**src/rtl/ski_term_pkg.sv**
```systemverilog
// Shared SKI term definitions: tag codes, width helpers and the pure word decoder.
package ski_term_pkg;

  localparam logic [3:0] TAG_S   = 4'd0;
  localparam logic [3:0] TAG_K   = 4'd1;
  localparam logic [3:0] TAG_I   = 4'd2;
  localparam logic [3:0] TAG_APP = 4'd3;
  localparam logic [3:0] TAG_LIT = 4'd4;

  // Decoder payload is sized for the widest supported heap pointer.
  localparam int unsigned MAX_PTR_W = 32;
  localparam int unsigned PAY_MAX_W = 2 * MAX_PTR_W;

  // Beat collector states.
  localparam logic [0:0] ST_COLLECT = 1'b0;
  localparam logic [0:0] ST_HOLD    = 1'b1;

  typedef struct packed {
    logic                 tagOk;
    logic [2:0]           tag;
    logic [PAY_MAX_W-1:0] payload;
  } termDecodeT;

  function automatic int unsigned WORD_W(input int unsigned ptrW);
    return 4 + 2 * ptrW;
  endfunction

  function automatic int unsigned TERM_W(input int unsigned ptrW);
    return 3 + 2 * ptrW;
  endfunction

  // Word payload (low 2*ptrW bits, zero-extended) plus 4-bit tag -> tagged term.
  function automatic termDecodeT decodeTerm(input logic [3:0]           tag,
                                            input logic [PAY_MAX_W-1:0] payload,
                                            input int unsigned          ptrW,
                                            input int unsigned          litW);
    termDecodeT           res;
    logic [PAY_MAX_W-1:0] litMask;
    res     = '0;
    litMask = (PAY_MAX_W'(1) << litW) - PAY_MAX_W'(1);
    case (tag)
      TAG_S, TAG_K, TAG_I: begin
        res.tagOk = 1'b1;
        res.tag   = tag[2:0];
      end
      TAG_APP: begin
        res.tagOk   = 1'b1;
        res.tag     = tag[2:0];
        res.payload = payload;
      end
      TAG_LIT: begin
        res.tagOk   = 1'b1;
        res.tag     = tag[2:0];
        res.payload = (payload & litMask) << (2 * ptrW - litW);
      end
      default: res.tagOk = 1'b0;
    endcase
    return res;
  endfunction

endpackage

```
**src/rtl/ski_beat_collector.sv**
```systemverilog
// Reassembles BEATS narrow beats into one heap word; holds a finished word
// until the consumer side agrees to take it.
module ski_beat_collector
  import ski_term_pkg::*;
#(
  parameter int unsigned BUS_W = 16,
  parameter int unsigned BEATS = 4
) (
  input  logic                   clk,
  input  logic                   rstN,
  input  logic [BUS_W-1:0]       beat,
  input  logic                   beatValid,
  output logic                   beatReady,
  input  logic                   take_c,
  output logic [BUS_W*BEATS-1:0] word_c,
  output logic                   wordDone_c
);

  localparam int unsigned     wordW   = BUS_W * BEATS;
  localparam int unsigned     cntW    = (BEATS > 1) ? $clog2(BEATS) : 1;
  localparam logic [cntW-1:0] lastCnt = cntW'(BEATS - 1);

  logic [0:0]      state;
  logic [0:0]      stateNext;
  logic [cntW-1:0] cnt;
  logic [cntW-1:0] cntNext;
  logic [wordW-1:0] asm;
  logic            beatAcc;

  assign beatAcc = beatValid && beatReady;

  // State, beat counter and ready flag registers.
  always_ff @(posedge clk) begin
    if (!rstN) begin
      state     <= ST_COLLECT;
      cnt       <= '0;
      beatReady <= 1'b1;
    end else begin
      state     <= stateNext;
      cnt       <= cntNext;
      beatReady <= (stateNext == ST_COLLECT);
    end
  end

  // Beat k lands in slot k; the final beat is also stored so HOLD has the full word.
  always_ff @(posedge clk) begin
    if (!rstN) begin
      asm <= '0;
    end else begin
      for (int unsigned k = 0; k < BEATS; k++) begin
        if (beatAcc && (cnt == cntW'(k))) begin
          asm[k*BUS_W +: BUS_W] <= beat;
        end
      end
    end
  end

  // Word presented to the decoder: live final beat in COLLECT, stored word in HOLD.
  always_comb begin
    word_c = asm;
    if (state == ST_COLLECT) begin
      word_c[(BEATS-1)*BUS_W +: BUS_W] = beat;
    end
  end

  // Next-state logic: finish a word now if it can be taken, otherwise park in HOLD.
  always_comb begin
    stateNext  = state;
    cntNext    = cnt;
    wordDone_c = 1'b0;
    case (state)
      ST_COLLECT: begin
        if (beatAcc) begin
          if (cnt == lastCnt) begin
            cntNext = '0;
            if (take_c) begin
              wordDone_c = 1'b1;
            end else begin
              stateNext = ST_HOLD;
            end
          end else begin
            cntNext = cnt + cntW'(1);
          end
        end
      end
      ST_HOLD: begin
        if (take_c) begin
          wordDone_c = 1'b1;
          stateNext  = ST_COLLECT;
        end
      end
      default: stateNext = ST_COLLECT;
    endcase
  end

endmodule

```
**src/rtl/ski_term_stream_unbinarize.sv**
```systemverilog
// Streaming SKI term unbinarizer: beats in, decoded term out on a registered
// valid/ready slot; words with undefined tags are dropped and counted.
module ski_term_stream_unbinarize
  import ski_term_pkg::*;
#(
  parameter int unsigned PTR_W = 30,
  parameter int unsigned LIT_W = 32,
  parameter int unsigned BUS_W = 16
) (
  input  logic                      system1000,
  input  logic                      system1000_rstn,
  input  logic [BUS_W-1:0]          beat_i,
  input  logic                      beat_valid_i,
  output logic                      beat_ready_o,
  output logic [TERM_W(PTR_W)-1:0]  term_o,
  output logic                      term_valid_o,
  input  logic                      term_ready_i,
  output logic                      err_o,
  output logic [7:0]                err_cnt_o
);

  localparam int unsigned wordW = WORD_W(PTR_W);
  localparam int unsigned payW  = 2 * PTR_W;
  localparam int unsigned beats = wordW / BUS_W;

  logic [wordW-1:0] word_c;
  logic             wordDone_c;
  logic             slotFree_c;
  logic             take_c;
  logic             load_c;
  logic             drop_c;
  termDecodeT       dec_c;

  ski_beat_collector #(
    .BUS_W(BUS_W),
    .BEATS(beats)
  ) uCollector (
    .clk        (system1000),
    .rstN       (system1000_rstn),
    .beat       (beat_i),
    .beatValid  (beat_valid_i),
    .beatReady  (beat_ready_o),
    .take_c     (take_c),
    .word_c     (word_c),
    .wordDone_c (wordDone_c)
  );

  // Decode the word currently offered by the collector.
  always_comb begin
    dec_c = decodeTerm(word_c[wordW-1 -: 4], PAY_MAX_W'(word_c[payW-1:0]), PTR_W, LIT_W);
  end

  // Undefined-tag words never need the output slot, so they are always taken.
  assign slotFree_c = !term_valid_o || term_ready_i;
  assign take_c     = slotFree_c || !dec_c.tagOk;
  assign load_c     = wordDone_c && dec_c.tagOk;
  assign drop_c     = wordDone_c && !dec_c.tagOk;

  // Output term slot, drop pulse and saturating drop counter.
  always_ff @(posedge system1000) begin
    if (!system1000_rstn) begin
      term_o       <= '0;
      term_valid_o <= 1'b0;
      err_o        <= 1'b0;
      err_cnt_o    <= '0;
    end else begin
      err_o <= drop_c;
      if (drop_c && (err_cnt_o != 8'hFF)) begin
        err_cnt_o <= err_cnt_o + 8'd1;
      end
      if (load_c) begin
        term_o       <= {dec_c.tag, payW'(dec_c.payload)};
        term_valid_o <= 1'b1;
      end else if (term_ready_i) begin
        term_valid_o <= 1'b0;
      end
    end
  end

endmodule

```
**config.mk**
```make
export PLATFORM = sky130hd
export DESIGN_NAME = ski_term_stream_unbinarize
export DESIGN_NICKNAME = d
export VERILOG_FILES = /design/src/rtl/ski_term_pkg.sv /design/src/rtl/ski_beat_collector.sv /design/src/rtl/ski_term_stream_unbinarize.sv
export SDC_FILE = /design/constraint.sdc
export NUM_CORES = 1
export LEC_CHECK = 0
export CAP_MARGIN = 5
export CELL_PAD_IN_SITES_DETAIL_PLACEMENT = 0
export CELL_PAD_IN_SITES_GLOBAL_PLACEMENT = 1
export CORE_ASPECT_RATIO = 0.7
export CORE_MARGIN = 2
export CORE_UTILIZATION = 36
export DETAILED_ROUTE_END_ITERATION = 12
export PLACE_DENSITY = 0.77
export SYNTH_ARGS = -nofsm -noshare
export SYNTH_HDL_FRONTEND = slang
export SYNTH_SLANG_ARGS = --single-unit
```
**constraint.sdc**
```tcl
create_clock -name system1000 -period 2.85 [get_ports system1000]
set_input_delay 0.57 -clock system1000 [delete_from_list [all_inputs] [get_ports system1000]]
set_output_delay 0.57 -clock system1000 [all_outputs]
set_load 0.05 [all_outputs]
```
==> summary.md, run 1 <==
| Metric | Value |
|---|---|
| Status | finished, final reports clean |
| Inserted Diodes | 0 |
| Tightest Pin Transition | 742.5 ps |
| Final-report max-slew violation count | 0 |
| Root buf cell | clkbuf_16 |
| Worst-Skew Late Latency | 420 ps |
| Pre-CTS setup slack | 89.08 ps |
| Count of synthesis-stage warnings from yosys | 0 |
| P_leak | 2.444 nW |
| Mapped cell area | 5578 sq um |
| Number of iterations in the first detailed-routing pass | 6 |
| H-tree depth | 4 |
| Total setup violations reported at the end of the flow | 0 |
| Final Wtd Congestion | 0.8334 |
| Synth top area share | 50.61% |
| Headroom to the max-slew limit | 50.50% |
| Count of placed standard cells including taps | 937 |
| FF+latch count, synth | 141 |
| Leading area contributor after synthesis | dfxtp_1 |
| Fill cell instance count of the final layout | 1459 |
| Least setup slack across all paths after layout | 453.7 ps |
| Hold bufs inserted after CTS | 0 |
| Total CTS buffers | 17 |
| Effective utilization at floorplan | 36.43% |
| Total chip power | 4.744 mW |
| Count of boundary I/O pins | 94 |
| Category of the worst setup path launch point | flop |
| Combined buffer and inverter count along the critical path | 1 |
| Standard-cell row count | 38 |
| Top-count cell post-synth | nand2_1 |
| Core region area | 15310 sq um |
| Slowest stage delay, CP | 880 ps |
| Area used by multi-input combinational logic | 2469 sq um |
| Syn_nets | 708 |
| Count of input and output buffers | 93 |
| Layout-stage area growth over the synthesis result | 31.76% |
| Combinational cell fraction of total power | 5.2% |
| RSZ-0062 raised after global routing | no |
| Crit-path leading delay family | buffers and inverters |
| Part of the total power dissipated in the clock network | 51.9% |
| Max Clk Rate | 417.3 MHz |
| DP Wirelength | 11.49 mm |
| Clk sinks | 141 |
| Post-detailed-route wirelength per cell | 18.05 microns |
| Register area share after synthesis | 50.61% |
| Worst ir drop on vdd | 354.0 uV |
| Switching power of the nets | 1.039 mW |
| Endpoint arrival time on the critical path | 1830 ps |
| Async SR Flop Fraction | 0% |
| CTS tree | done |
| CTS resizes | 0 |
| Initial antenna violation count | 0 |
| Vias in the first global route | 5202 |
| Die Area | 16520 sq um |
| List of most frequent post-synthesis cells | nand2_1 (175), dfxtp_1 (141), a21oi_1 (77) |
| Most common flop cell mapped by yosys | dfxtp_1 |
| Critical Path Fanout Max | 11 |
| Synthesized area divided by synthesized cell count | 8.167 sq um |
| Power per cell area | 645.5 nW/um^2 |
| Classification of the worst setup path | flop to output pin |
| Minimum clock period after layout | 2396 ps |
| Register Area | 2823 sq um |
| Die Wd | 152.8 microns |
| Worst EP required | 2280 ps |
| Cells after Synth | 683 |
| Post-route clock skew | 10.05 ps |
| Nets | 782 |
| Clock-pin slew on the worst setup and hold paths | 60 ps |
| Wire length after detailed routing | 17.50 mm |
| Via total after detailed routing | 5346 |
| Final global-route overflow total | 0 |
| Number of violations of the max-capacitance limit | 0 |
| Fin crit share | 84.08% |
| Number of endpoints with negative hold slack in the final report | 0 |
| Crit end category | output pin |
| Cell-internal power | 3.705 mW |
| Maximum number of pins on one net before global-route repair | 64 |
| Global-route wire length before repair | 28.29 mm |
| GR Util All Layers | 21.67% |
| DRC violation total after the first TritonRoute iteration | 371 |
| Sequential cell fraction of total power | 42.9% |
| Crit-path cells | clkdlybuf4s50_1 |
| Post-route DRC violation count | 0 |
| ANT nets after route | 0 |
| Share of cells above drive strength 1 | 7.792% |
| Number of post-CTS setup repair buffers | 0 |
| Average via count per standard cell | 5.511 |
| Maximum number of buffers from clock root to sink | 2 |
| Distinct cell type count after synthesis | 40 |
| Summed negative setup slack over all endpoints | 0 ps |
| Min-delay worst type | flop to flop |
| Count of flip-flops with a built-in enable after synthesis | 0 |
| Switching share of total power | 21.90% |
| Slowest cell on the critical path | clkdlybuf4s50_1 |
| Largest cells by area after synthesis | dfxtp_1 (51%), nand2_1 (12%), a21oi_1 (6.9%) |
| Final Instance Count excl. Fillers | 970 |
| Vertical die dimension | 108.1 microns |
-- through the flow --
| stage | cell area, sq um | hold slack [ps] | util [%] |
|---|---|---|---|
| finish | 7350 | 454.6 | 48.01 |
| global route | 7350 | 473.9 | 48.01 |
| CTS | 7345 | 454.0 | 47.97 |
| detailed placement | 6685 | 446.5 | 43.67 |
| global placement | 6685 | 441.7 | 43.67 |
| floorplan | 5578 | 436.6 | - |
-- tightest hold or removal path: cells and delay by family (launching register included) --
kind            cells  cell delay, ps
flops               1             310
simple gates        1              50
compound gates      1              50
-- cell families after synthesis --
group	share of synthesized area, %
fa+ha+maj	1.122
compound gates	21.76
buf+inv	5.249
mux	0.7402
simple gates	20.53
flops	50.61
-- area by class of cell --
type                       instances  area share [%]
clock buffer                      22           6.452
clock inverter                    10           2.520
inverter                           8          0.4086
multi-input combinational        474           33.59
sequential                       141           38.41
tap                              200           3.405
timing repair buffer             115           15.22
-- registers in the layout (all words and copies together) (netlist names) --
register,flops
err_cnt_o,8
err_o,1
term_o,63
term_valid_o,1
uCollector.asm,64
uCollector.beatReady,1
uCollector.cnt,2
uCollector.state,1
-- final timing paths --
check	startpoint	endpoint	slack [ps]	depth (start not counted)
worst max-delay path	uCollector.beatReady	beat_ready_o	450	1
worst min-delay path	uCollector.asm[43]	uCollector.asm[43]	450	2
worst max register to register	uCollector.state	term_o[26]	570	5
worst min register to register	uCollector.asm[43]	uCollector.asm[43]	450	2
-- cell usage in the layout, fill, tap and decap left out, types with 2 or more instances in the layout --
cell type and instances:
o21ai_0 39, nand3_1 60, dfxtp_1 141, a31oi_1 32
ha_1 5, clkbuf_1 2, clkbuf_8 3, a22o_1 29
o31ai_1 4, inv_1 7, nor4b_1 2, clkdlybuf4s50_1 93
buf_12 2, or3_1 3, buf_4 19, clkinv_4 2
a211oi_1 2, and3_1 4, bufinv_16 5, mux2i_1 3
nand2_1 175, o22ai_1 12, a21oi_1 77, or4_1 4
clkbuf_16 17, nor2_1 6, clkinv_2 2
-- routing by layer --
layer	wire length (microns)	GRT usage, %
met4	169	6.878
met1	8470	30.79
met3	1226	4.609
met5	0	0
met2	7637	33.06
-- power by group through the flow --
stage          Sequential [mW]  Clock (mW)  Combinational, mW
6_report                  2.03        2.46              0.247
5_1_grt                   2.04        2.57              0.269
4_1_cts                   2.03        2.49              0.244
3_5_place_dp              2.08           0              0.243
3_3_place_gp              2.07           0              0.238
2_1_floorplan             2.07           0              0.134
(Power assumes the default switching activity.)
==> run 2: changes to the inputs <==
==> constraint.sdc (replaced) <==
create_clock -name system1000 -period 2.3 [get_ports system1000]
set_input_delay 0.46 -clock system1000 [delete_from_list [all_inputs] [get_ports system1000]]
set_output_delay 0.46 -clock system1000 [all_outputs]
set_load 0.05 [all_outputs]
==> summary.md, run 2 (synthesis gave the netlist of run 1 again) <==
| Metric | Value |
|---|---|
| Effective utilization at floorplan | 36.43% (unchanged) |
| Crit-path cells | clkdlybuf4s50_1 |
| Average via count per standard cell | 5.457 (-0.99%) |
| Start point of the worst hold path | uCollector.asm[34] |
| Most frequent standard cell in the layout excluding fill and tap cells | nand2_1 |
| Initial antenna violation count | 0 (unchanged) |
| Final-report max-slew violation count | 0 (unchanged) |
| Summed negative setup slack over all endpoints | 0 ps (unchanged) |
| Worst ir drop on vdd | 471.6 uV (+33%) |
| Total CTS buffers | 17 (unchanged) |
| Headroom to the max-slew limit | 64.98% (+14 points) |
| Number of iterations in the first detailed-routing pass | 5 (-1) |
| Combined buffer and inverter count along the critical path | 1 (unchanged) |
| Count of input and output buffers | 93 (unchanged) |
| Maximum number of buffers from clock root to sink | 2 (unchanged) |
| Slowest cell on the critical path | clkdlybuf4s50_1 |
| Post-route DRC violation count | 0 (unchanged) |
| Fin crit share | 93.42% |
| Hold Crit Endpoint | uCollector.asm[34] |
| Final global-route overflow total | 0 (unchanged) |
| Instance area after placement | 6910 sq um (+3.4%) |
| Classification of the worst setup path | flop to output pin |
| Total setup violations reported at the end of the flow | 0 (unchanged) |
| Post-detailed-route wirelength per cell | 17.82 microns (-1.3%) |
| Worst-Skew Late Latency | 420 ps (about the same) |
| Min-delay worst type | flop to flop |
| Max FFs per register | 64 (unchanged) |
| Maximum number of pins on one net before global-route repair | 56 (-13%) |
| Vias in the first global route | 5114 (-1.7%) |
| Count of placed standard cells including taps | 962 (+2.7%) |
| Final Instance Count excl. Fillers | 994 (+2.5%) |
| CTS tree | done |
| Die Area | 16520 sq um (unchanged) |
| Number of cells on the worst reg-to-reg path | 5 (unchanged) |
| Flop2flop setup slack | 330 ps (-240 ps) |
| Status | finished, final reports clean |
| Share of cells above drive strength 1 | 10.71% (+2.9 points) |
| RSZ-0062 raised after global routing | no |
| Most used cells in the layout excluding fill and tap cells | nand2_1 (175), dfxtp_1 (141), clkdlybuf4s50_1 (92) |
| H-tree depth | 4 (unchanged) |
| Vertical die dimension | 108.1 microns (unchanged) |
| Crit end category | output pin |
| Slowest stage delay, CP | 850 ps (-30 ps) |
| Critical Path Fanout Max | 6 (-5) |
| Minimum clock period after layout | 2149 ps |
| GR Util All Layers | 21.74% (+0.069 points) |
| P_leak | 2.571 nW (+5.2%) |
| Endpoint arrival time on the critical path | 1690 ps (-140 ps) |
| Core region area | 15310 sq um (unchanged) |
| Crit-path leading delay family | buffers and inverters |
| ANT nets after route | 0 (unchanged) |
| Nets | 806 (+3.1%) |
| Final Wtd Congestion | 0.8646 (+3.7%) |
| Standard-cell row count | 38 (unchanged) |
| Clk sinks | 141 (unchanged) |
| Finished layout cell area | 7570 sq um (+3.0%) |
| Inserted Diodes | 0 (unchanged) |
| Layout-stage area growth over the synthesis result | 35.71% |
| Number of endpoints with negative hold slack in the final report | 0 (unchanged) |
| Clock-pin slew on the worst setup and hold paths | 60 ps (about the same) |
| Power per cell area | 782.2 nW/um^2 (+21%) |
| Launch point of the worst reg-to-reg path | uCollector.asm[60] |
| Category of the worst setup path launch point | flop |
| Die Wd | 152.8 microns (unchanged) |
| DP Wirelength | 12.24 mm (+6.5%) |
| Root buf cell | clkbuf_16 |
| Max Clk Rate | 465.4 MHz |
| DRC violation total after the first TritonRoute iteration | 357 (-3.8%) |
| Via total after detailed routing | 5424 (+1.5%) |
| Worst EP required | 1840 ps (-440 ps) |
| Post-route clock skew | 7.120 ps (-2.932 ps) |
| Register name with the most flops | uCollector.asm |
| Number of violations of the max-capacitance limit | 0 (unchanged) |
| Largest registers | uCollector.asm x64, term_o x63, err_cnt_o x8 |
| Critical R2R Capture | err_cnt_o[2] |
| Global-route wire length before repair | 28.19 mm (-0.34%) |
| Wire length after detailed routing | 17.71 mm (+1.2%) |
| Tightest Pin Transition | 523.7 ps (-218.8 ps) |
| Count of boundary I/O pins | 94 (unchanged) |
| Worst Hold Path Cells | 2 (unchanged) |
-- run 2: cell types whose count changed in the layout (fill, tap and decap cells not counted) --
cell	delta
buf_12	+3
clkbuf_8	-2
buf_2	-1
inv_6	+1
clkdlybuf4s50_1	-1
clkinvlp_4	+1
clkinv_2	-1
dlymetal6s2s_1	+1
buf_4	+22
clkbuf_1	-1
clkinv_4	+2
-- run 2: stage by stage --
step                utilization (%)  hold slack (ps)  setup WS, ps  power (mW)
finish                        49.44            455.2         151.3       5.921
global route                  49.44            468.4         80.31       6.099
CTS                           49.43            456.8         37.11       5.948
detailed placement            45.14            447.0        -110.6       2.912
global placement              45.14            443.0        -23.11       2.906
floorplan                         -            436.6         322.9       2.727
-- run 2: timing repair --
item	CTS	global route
resized for setup	0	1
endpoints found under the hold margin	0	0
hold buffers	0	0
setup buffers	0	0
setup endpoints to repair	0	1
-- run 2: cell type report --
class | count | area [sq um]
clock inverter | 13 | 214.0
sequential | 141 | 2823
clock buffer | 19 | 442.9
fill | 1443 | 7740
inverter | 8 | 30.03
multi-input combinational | 474 | 2469
tap | 200 | 250.2
timing repair buffer | 139 | 1341
-- run 2: worst reg2reg max path: cells and delay by family (launching register included) --
kind | cells | cell delay [ps]
AO/OA/AOI/OAI | 3 | 650
flip-flops | 1 | 550
AND/OR/NAND/NOR | 1 | 500
buffers and inverters | 1 | 180
-- run 2: worst max-delay path by stage --
stage                                    start      endpoint  cells after the start
after CTS                 uCollector.beatReady  beat_ready_o                      1
after global placement              beat_i[15]    term_o[11]                      6
after global routing              err_cnt_o[2]  err_cnt_o[2]                      1
after floorplan           uCollector.beatReady    term_o[42]                      8
final                             err_cnt_o[3]  err_cnt_o[3]                      1
after detailed placement            beat_i[15]  err_cnt_o[2]                      7
-- run 2: power breakdown --
| part | switching [mW] | internal (mW) |
|---|---|---|
| sequential | 0.0372 | 2.48 |
| combinational | 0.215 | 0.128 |
| clock | 1.10 | 1.96 |
-- run 2: layer usage --
| metal | up-vias | track usage, % | wire length (microns) |
|---|---|---|---|
| met1 | 2610 | 30.16 | 8291 |
| met5 | - | 0 | 0 |
| li1 | 2599 | - | - |
| met3 | 24 | 4.609 | 1251 |
| met4 | 0 | 7.870 | 331 |
| met2 | 191 | 33.60 | 7836 |
==> run 3: changes to the inputs <==
--- a/config.mk
+++ b/config.mk
@@ -5,7 +5,6 @@
 export SDC_FILE = /design/constraint.sdc
 export NUM_CORES = 1
 export LEC_CHECK = 0
-export CAP_MARGIN = 5
 export CELL_PAD_IN_SITES_DETAIL_PLACEMENT = 0
 export CELL_PAD_IN_SITES_GLOBAL_PLACEMENT = 1
 export CORE_ASPECT_RATIO = 0.7
@@ -13,6 +12,7 @@
 export CORE_UTILIZATION = 36
 export DETAILED_ROUTE_END_ITERATION = 12
 export PLACE_DENSITY = 0.77
+export REMOVE_ABC_BUFFERS = 1
 export SYNTH_ARGS = -nofsm -noshare
 export SYNTH_HDL_FRONTEND = slang
 export SYNTH_SLANG_ARGS = --single-unit
==> summary.md, run 3 (synthesis gave the netlist of run 1 again) <==
| Metric | Value |
|---|---|
| Status | finished, final reports clean |
| Standard-cell row count | 38 (unchanged) |
| Total setup violations reported at the end of the flow | 0 (unchanged) |
| Post-detailed-route wirelength per cell | 17.60 microns (-1.2%) |
| Endpoint arrival time on the critical path | 1730 ps (+40 ps) |
| Max FFs per register | 64 (unchanged) |
| Most used cells in the layout excluding fill and tap cells | nand2_1 (175), dfxtp_1 (141), clkdlybuf4s50_1 (92) |
| Initial antenna violation count | 0 (unchanged) |
| Crit-path cells | clkdlybuf4s50_1 |
| Count of placed standard cells including taps | 962 (unchanged) |
| Number of endpoints with negative hold slack in the final report | 0 (unchanged) |
| Most frequent standard cell in the layout excluding fill and tap cells | nand2_1 |
| Count of input and output buffers | 93 (unchanged) |
| Worst-Skew Late Latency | 420 ps (about the same) |
| Clock-pin slew on the worst setup and hold paths | 60 ps (about the same) |
| Slowest stage delay, CP | 850 ps (about the same) |
| DP Wirelength | 11.50 mm (-6.0%) |
| Maximum number of buffers from clock root to sink | 2 (unchanged) |
| Power per cell area | 771.1 nW/um^2 (-1.4%) |
| Root buf cell | clkbuf_16 |
| Die Wd | 152.8 microns (unchanged) |
| Final Instance Count excl. Fillers | 994 (unchanged) |
| H-tree depth | 4 (unchanged) |
| Count of boundary I/O pins | 94 (unchanged) |
| Minimum clock period after layout | 2190 ps (+41.02 ps) |
| Global-route wire length before repair | 28.00 mm (-0.68%) |
| GR Util All Layers | 21.75% (about the same) |
| Tightest Pin Transition | 519.4 ps (-4.277 ps) |
| ANT nets after route | 0 (unchanged) |
| Crit-path leading delay family | buffers and inverters |
| Worst hold slack | 456.4 ps (+1.162 ps) |
| Average via count per standard cell | 5.408 (-0.88%) |
| Core region area | 15310 sq um (unchanged) |
| Post-route DRC violation count | 0 (unchanged) |
| Register name with the most flops | uCollector.asm |
| Final global-route overflow total | 0 (unchanged) |
| Effective utilization at floorplan | 36.43% (unchanged) |
| Clk sinks | 141 (unchanged) |
| Wire length after detailed routing | 17.49 mm (-1.2%) |
| CTS tree | done |
| Total CTS buffers | 17 (unchanged) |
| Category of the worst setup path launch point | flop |
| Nets | 806 (unchanged) |
| Headroom to the max-slew limit | 65.32% (+0.34 points) |
| Worst EP required | 1840 ps (about the same) |
| Fin crit share | 95.21% (+1.8 points) |
| Vertical die dimension | 108.1 microns (unchanged) |
| P_leak | 2.561 nW (-0.42%) |
| Core utilization of the finished layout | 49.22% (-0.23 points) |
| Layout-stage area growth over the synthesis result | 35.08% |
| Via total after detailed routing | 5376 (-0.88%) |
| Critical Path Fanout Max | 7 (+1) |
| Share of cells above drive strength 1 | 10.71% (unchanged) |
| Crit end category | output pin |
| Summed negative setup slack over all endpoints | 0 ps (unchanged) |
| Largest registers | uCollector.asm x64, term_o x63, err_cnt_o x8 |
| Classification of the worst setup path | flop to output pin |
| Vias in the first global route | 5202 (+1.7%) |
| Worst ir drop on vdd | 491.4 uV (+4.2%) |
| Slowest cell on the critical path | clkdlybuf4s50_1 |
| DRC violation total after the first TritonRoute iteration | 521 (+46%) |
| Number of iterations in the first detailed-routing pass | 5 (unchanged) |
| Final-report max-slew violation count | 0 (unchanged) |
| Post-route clock skew | 7.895 ps (+0.7749 ps) |
| Number of violations of the max-capacitance limit | 0 (unchanged) |
| Max Clk Rate | 456.7 MHz (-1.9%) |
| Min-delay worst type | flop to flop |
| Maximum number of pins on one net before global-route repair | 40 (-29%) |
| Final Wtd Congestion | 0.8131 (-6.0%) |
| RSZ-0062 raised after global routing | no |
| Die Area | 16520 sq um (unchanged) |
| Combined buffer and inverter count along the critical path | 1 (unchanged) |
| Inserted Diodes | 0 (unchanged) |
## run 3: worst register-to-register path, stage by stage (launching register included)
cell and delay [ps]:
dfxtp_1 390, ha_1 240, a31o_2 220, and2_2 240, buf_4 360, nand3_1 160, a31oi_1 230
## run 3: timing repair
item | 4_1_cts | 5_1_grt
setup buffers | 0 | 0
gates resized for setup | 0 | 1
hold buffers | 0 | 0
endpoints found under the setup margin | 0 | 1
hold endpoints to repair | 0 | 0
## run 3: where the power goes
part	internal [mW]	leakage [nW]	total, mW	switching, mW
clock	1.89	0.309	2.95	1.06
combinational	0.123	1.11	0.342	0.219
sequential	2.48	1.14	2.52	0.0317
total	4.50	2.56	5.81	1.31
## run 3: layout make-up
| class | count | area [sq um] |
|---|---|---|
| fill | 1419 | 7775 |
| sequential | 141 | 2823 |
| multi-input combinational | 474 | 2469 |
| timing repair buffer | 139 | 1329 |
| clock buffer | 21 | 470.5 |
| tap | 200 | 250.2 |
| clock inverter | 11 | 163.9 |
| inverter | 8 | 30.03 |
## run 3: path summary, 6_finish.rpt
path                      start                 end  cells past startpoint  slack (ps)
max reg2reg   uCollector.cnt[0]          term_o[53]                      6         370
min reg2reg  uCollector.asm[58]  uCollector.asm[58]                      2         460
min          uCollector.asm[58]  uCollector.asm[58]                      2         460
max                err_cnt_o[2]        err_cnt_o[2]                      1         110
## run 3: metal layers
layer	global-route usage, %	routed length (microns)
met2	34.21	7645
met3	4.770	1200
met5	0	0
met4	6.746	202
met1	30.07	8443
## run 3: metrics by stage
step | area, sq um | setup WS [ps] | total power, mW
6_report | 7535 | 110.3 | 5.810
5_1_grt | 7535 | 57.03 | 5.974
4_1_cts | 7532 | 31.50 | 5.827
3_5_place_dp | 6898 | -117.3 | 2.904
3_3_place_gp | 6898 | -37.98 | 2.897
2_1_floorplan | 5315 | -1065 | 2.703
